## src/rtl/pipeline_hazard_ctrl.sv

```systemverilog
// Central stall/flush sequencer for the 5-stage pipeline (IF, ID, EX, MEM, WB).
// Optional macro PIPE_CTRL_FWD_EN: EX/MEM forwarding present, so only load-use/branch hazards stall.
module pipeline_hazard_ctrl #(
   parameter int unsigned REG_AW    = 4,
   parameter int unsigned DRAIN_CYC = 3
) (
   input  logic              clk,
   input  logic              rst,
   input  logic [REG_AW-1:0] rs_fd,
   input  logic [REG_AW-1:0] rt_fd,
   input  logic              use_rs_fd,
   input  logic              use_rt_fd,
   input  logic              br_fd,
   input  logic              br_reg_fd,
   input  logic              br_taken,
   input  logic              hlt_fd,
   input  logic              wr_dx,
   input  logic [REG_AW-1:0] dst_dx,
   input  logic              mrd_dx,
   input  logic              flag_wr_dx,
   input  logic              wr_xm,
   input  logic [REG_AW-1:0] dst_xm,
   input  logic              mrd_xm,
   input  logic              mem_busy,
   output logic              pc_we,
   output logic              fd_we,
   output logic              fd_flush,
   output logic              dx_we,
   output logic              dx_flush,
   output logic              xm_we,
   output logic              mw_we,
   output logic              halted,
   output logic [15:0]       stall_cnt
);

   localparam int unsigned CTR_W = (DRAIN_CYC > 1) ? $clog2(DRAIN_CYC) : 1;
   localparam logic [CTR_W-1:0] DRAIN_LOAD = CTR_W'(DRAIN_CYC - 1);
   localparam logic [15:0] CNT_MAX = 16'hFFFF;

   typedef enum logic [1:0] {
      S_RUN    = 2'd0,
      S_DRAIN  = 2'd1,
      S_HALTED = 2'd2
   } state_t;

   state_t           state, state_nxt;
   logic [CTR_W-1:0] drain_ctr, drain_ctr_nxt;
   logic [15:0]      stall_cnt_nxt;

   logic rs_live, rt_live, dx_live, xm_live;
   logic raw_dx, raw_xm;
   logic lu_haz, brr_haz, flag_haz, haz;

   // R0 is hardwired zero, so it never sources or sinks a hazard
   assign rs_live = use_rs_fd & (rs_fd != '0);
   assign rt_live = use_rt_fd & (rt_fd != '0);
   assign dx_live = wr_dx & (dst_dx != '0);
   assign xm_live = wr_xm & (dst_xm != '0);

   assign raw_dx = dx_live & ((rs_live & (rs_fd == dst_dx)) | (rt_live & (rt_fd == dst_dx)));
   assign raw_xm = xm_live & ((rs_live & (rs_fd == dst_xm)) | (rt_live & (rt_fd == dst_xm)));

   assign lu_haz   = raw_dx & mrd_dx;
   assign brr_haz  = br_reg_fd & (raw_dx | (raw_xm & mrd_xm));
   assign flag_haz = br_fd & flag_wr_dx;

`ifdef PIPE_CTRL_FWD_EN
   assign haz = lu_haz | brr_haz | flag_haz;
`else
   assign haz = lu_haz | brr_haz | flag_haz | raw_dx | raw_xm;
`endif

   // State, drain counter and stall counter registers
   always_ff @(posedge clk) begin
      if (rst) begin
         state     <= S_RUN;
         drain_ctr <= '0;
         stall_cnt <= '0;
      end else begin
         state     <= state_nxt;
         drain_ctr <= drain_ctr_nxt;
         stall_cnt <= stall_cnt_nxt;
      end
   end

   // Next-state and enable/flush decode, in priority order
   always_comb begin
      state_nxt     = state;
      drain_ctr_nxt = drain_ctr;
      stall_cnt_nxt = stall_cnt;
      pc_we         = 1'b1;
      fd_we         = 1'b1;
      fd_flush      = 1'b0;
      dx_we         = 1'b1;
      dx_flush      = 1'b0;
      xm_we         = 1'b1;
      mw_we         = 1'b1;
      halted        = 1'b0;

      if (rst) begin
         pc_we    = 1'b0;
         fd_we    = 1'b0;
         dx_we    = 1'b0;
         xm_we    = 1'b0;
         mw_we    = 1'b0;
         fd_flush = 1'b1;
         dx_flush = 1'b1;
      end else if (mem_busy) begin
         pc_we  = 1'b0;
         fd_we  = 1'b0;
         dx_we  = 1'b0;
         xm_we  = 1'b0;
         mw_we  = 1'b0;
         halted = (state == S_HALTED);
      end else begin
         case (state)
            S_HALTED: begin
               pc_we  = 1'b0;
               fd_we  = 1'b0;
               dx_we  = 1'b0;
               xm_we  = 1'b0;
               mw_we  = 1'b0;
               halted = 1'b1;
            end
            S_DRAIN: begin
               // Older instructions keep retiring while the front end stays empty
               pc_we    = 1'b0;
               fd_flush = 1'b1;
               dx_flush = 1'b1;
               if (drain_ctr == '0) begin
                  state_nxt = S_HALTED;
               end else begin
                  drain_ctr_nxt = drain_ctr - CTR_W'(1);
               end
            end
            S_RUN: begin
               if (haz) begin
                  pc_we    = 1'b0;
                  fd_we    = 1'b0;
                  dx_flush = 1'b1;
                  if (stall_cnt != CNT_MAX) begin
                     stall_cnt_nxt = stall_cnt + 16'd1;
                  end
               end else begin
                  if ((br_fd | br_reg_fd) & br_taken) begin
                     fd_flush = 1'b1;
                  end
                  if (hlt_fd) begin
                     state_nxt     = S_DRAIN;
                     drain_ctr_nxt = DRAIN_LOAD;
                  end
               end
            end
            default: begin
               state_nxt = S_RUN;
            end
         endcase
      end
   end

endmodule

```

## config.mk

```make
export PLATFORM = sky130hd
export DESIGN_NAME = pipeline_hazard_ctrl
export DESIGN_NICKNAME = d
export VERILOG_FILES = /design/src/rtl/pipeline_hazard_ctrl.sv
export SDC_FILE = /design/constraint.sdc
export NUM_CORES = 1
export LEC_CHECK = 0
export CORE_ASPECT_RATIO = 1.25
export CORE_MARGIN = 3
export CORE_UTILIZATION = 45
export CTS_CLUSTER_SIZE = 24
export DETAILED_ROUTE_END_ITERATION = 7
export HOLD_SLACK_MARGIN = 0.06
export PLACE_DENSITY = 0.81
export RECOVER_POWER = 50
export SLEW_MARGIN = 20
export SYNTH_ARGS = -nofsm -noshare
export SYNTH_HDL_FRONTEND = slang
export SYNTH_SLANG_ARGS = --single-unit
```

## constraint.sdc

```tcl
create_clock -name clk -period 5 [get_ports clk]
set_input_delay 1.5 -clock clk [delete_from_list [all_inputs] [get_ports clk]]
set_output_delay 1.5 -clock clk [all_outputs]
set_load 0.01 [all_outputs]
```

==> results.json, run 1 <==
{
  "status": "finished, final reports clean",
  "rsz0062_at_grt": "yes",
  "diodes": 0,
  "port_buffers": 51,
  "fin_worst_skew_ps": 10.4,
  "path_clk_slew_ps": 90,
  "die_h_um": 71.1,
  "maxSlewHeadroom_pct": 65.0,
  "path_cells": "clkdlybuf4s50_1 -> clkbuf_1 -> xnor2_1 -> nand4_1 -> o22a_1 -> o211a_1 -> buf_4 -> o31ai_2 -> buf_2",
  "crit_type": "in -> out",
  "yosys.area.top_type": "dfxtp_1",
  "synth_warnings": 0,
  "cts_tree": "done",
  "viasPerCell": 5.71,
  "yosysSeqAreaShare_pct": 26.3,
  "syn-mean-instance-area_um2": 7.86,
  "finalHoldViolCount": 0,
  "grt_usage_pct": 21.9,
  "yosysTopAreaCellShare_pct": 26.3,
  "max_freq_mhz": 202,
  "synth-edff-count": 0,
  "slew_violations": 0,
  "synth-main-ff-cell": "dfxtp_1",
  "areaGrowthSynthToFinish_pct": 52.1,
  "die_w_um": 58.1,
  "hold_path_class": "reg -> reg",
  "dp.final_hpwl_um": 3360,
  "crit_path_end_kind": "primary output",
  "grt_pass1_wl_um": 7200,
  "final_core_util_pct": 71.9,
  "startpoint": "rs_fd[0]",
  "core-area_um2": 3220,
  "routed_wl_um": 4410,
  "synth-seq-cells": 20,
  "power_density_nw_per_um2": 197,
  "gp_congestion": 0.936,
  "cp_num_buf_inv": 4,
  "crit_required_ps": 3500,
  "clock-sinks": 20,
  "drt_iter0_drc": 70,
  "synth_area_um2": 1520,
  "grt_start_max_net_pins": 15,
  "fin_crit_ps": 4940,
  "async_flop_share_pct": 0,
  "drc_errors": 0,
  "clock-root-buffer": "clkbuf_8",
  "clock_latency_ps": 270,
  "reg2reg_from": "stall_cnt[0]",
  "antenna_found_initial": 0,
  "min_from": "stall_cnt[15]",
  "finalCritPeriodShare_pct": 98.9,
  "routedWlPerCell_um": 14.6,
  "crit_path_start_kind": "input pin",
  "grt_overflow": 0,
  "tightestPinTransition_ps": 523,
  "cpMaxStageDelayCell": "clkdlybuf4s50_1",
  "synth_area_leaders": "dfxtp_1 (26%), a21oi_1 (4.6%), xnor2_1 (4.6%)",
  "layout.nets": 301,
  "dr_total_vias": 1725,
  "synth_fp_nets": 229,
  "synthCells": 194,
  "dp.cells": 296,
  "postRouteAntennaNets": 0,
  "drtPass1Iterations": 4,
  "io_pins": 54,
  "initial_core_util_pct": 47.3,
  "crit_arrival_ps": 3440,
  "std_cell_rows": 23,
  "cap_violations": 0,
  "layout-drive-gt1-share_pct": 18.9,
  "crit_fanout": 4,
  "htreeDepth": 1,
  "clockBufferDepth": 2,
  "dieArea_um2": 4130,
  "irDropWorstVdd_uv": 178,
  "path_delay_family": "buffers and inverters",
  "grt_pass1_vias": 1642,
  "cts_buffers": 3,
  "ys_types": 42,
  "stdcell_count": 302,
  "cpPeakStageDelay_ps": 500,
  "power_leakage_nw": 0.928,
  "final-setup-viol-count": 0
}
per-layer routing:
layer / GRT usage (%) / share of wire, % / up-vias
li1: - / - / 864
met1: 26.2 / 42 / 786
met2: 38.4 / 50 / 70
met3: 3.10 / 6.8 / 5
met4: 9.02 / 1.1 / 0
met5: 0 / 0 / -
synth_stat cells (all sizes together) (3+ instances only):
| library cell | instances |
|---|---|
| a21oi | 14 |
| a31o | 3 |
| buf | 6 |
| clkbuf | 4 |
| dfxtp | 20 |
| ha | 5 |
| inv | 12 |
| mux2 | 6 |
| nand2 | 7 |
| nand3 | 12 |
| nand4 | 7 |
| nor2 | 16 |
| nor2b | 8 |
| nor3 | 10 |
| nor4 | 5 |
| o21ai | 7 |
| o31ai | 3 |
| o41ai | 5 |
| or3 | 6 |
| or4 | 3 |
| xnor2 | 8 |
| xor2 | 8 |
path summary, 6_finish.rpt:
| check | endpoint | slack, ps | cells after the start |
|---|---|---|---|
| min reg2reg | stall_cnt[15] | 510 | 2 |
| max | dx_flush | 60 | 9 |
| min | stall_cnt[15] | 510 | 2 |
| max reg2reg | stall_cnt[7] | 2740 | 7 |
worst min-delay path, cell delays in order (launching register included):
cell and delay, ps:
dfxtp_1 330, o21ai_0 70, a21oi_1 60
sequential cells by signal, summed over array words and instances (netlist names):
register / cells
stall_cnt: 16
drain_ctr: 2
state: 2
layout by cell type, fill, tap and decap left out, drive strengths merged, types with 8 or more instances in the layout:
cell type,instances
xor2,8
a21oi,14
clkdlybuf4s50,31
nor2b,8
dfxtp,20
nor3,10
buf,26
xnor2,8
nor2,16
nand3,12
dlygate4sd3,16
inv,12
per-stage QoR:
| stage | setup TNS [ps] | instance area [um^2] | setup WS (ps) | hold slack, ps | power (W) |
|---|---|---|---|---|---|
| after floorplan | 0 | 1520 | 390 | 501 | 0.000227 |
| after global routing | -126 | 2320 | -62.3 | 557 | 0.000476 |
| after CTS | 0 | 2310 | 10.5 | 515 | 0.000453 |
| after detailed placement | -1550 | 2200 | -495 | 502 | 0.000288 |
| final | 0 | 2320 | 56.7 | 508 | 0.000456 |
| after global placement | -1320 | 2200 | -445 | 493 | 0.000287 |
power breakdown:
group / leakage (nW) / switching (W) / total, W / internal (W)
Sequential: 0.161 / 0.00000214 / 0.000164 / 0.000162
Combinational: 0.731 / 0.0000620 / 0.000126 / 0.0000639
Clock: 0.0357 / 0.0000589 / 0.000166 / 0.000107
logic make-up after synthesis:
family / Yosys count / share of synthesized area [%]
simple gates: 79 / 28.2
fa+ha+maj: 5 / 4.11
compound gates: 46 / 21.0
mux: 6 / 4.43
flops: 20 / 26.3
xor+xnor: 16 / 9.20
buf+inv: 22 / 6.73
cell type report:
type	instances	area, um^2
clock buffer	3	41.3
clock inverter	1	30.0
fill	272	905
inverter	12	45.0
multi-input combinational	152	1070
sequential	20	400
tap	37	46.3
timing repair buffer	77	683
timing repair:
action,in CTS,in global routing
gates resized for setup,13,9
setup endpoints to repair,4,4
hold buffers,0,0
buffers inserted,2,0
pin swaps,3,2
No activity file was read; power rests on OpenSTA's default activity.
==> inputs of run 2 (changes only) <==
- ABC_CLOCK_PERIOD_IN_PS: unset -> 5000
==> results of run 2 <==
The final DEF is identical to that of run 1; final timing and power are the same.
==> inputs of run 3 (changes only) <==
- CTS_CLUSTER_SIZE: 24 -> unset
==> results of run 3 <==
The final DEF is identical to that of run 1; final timing and power are the same.
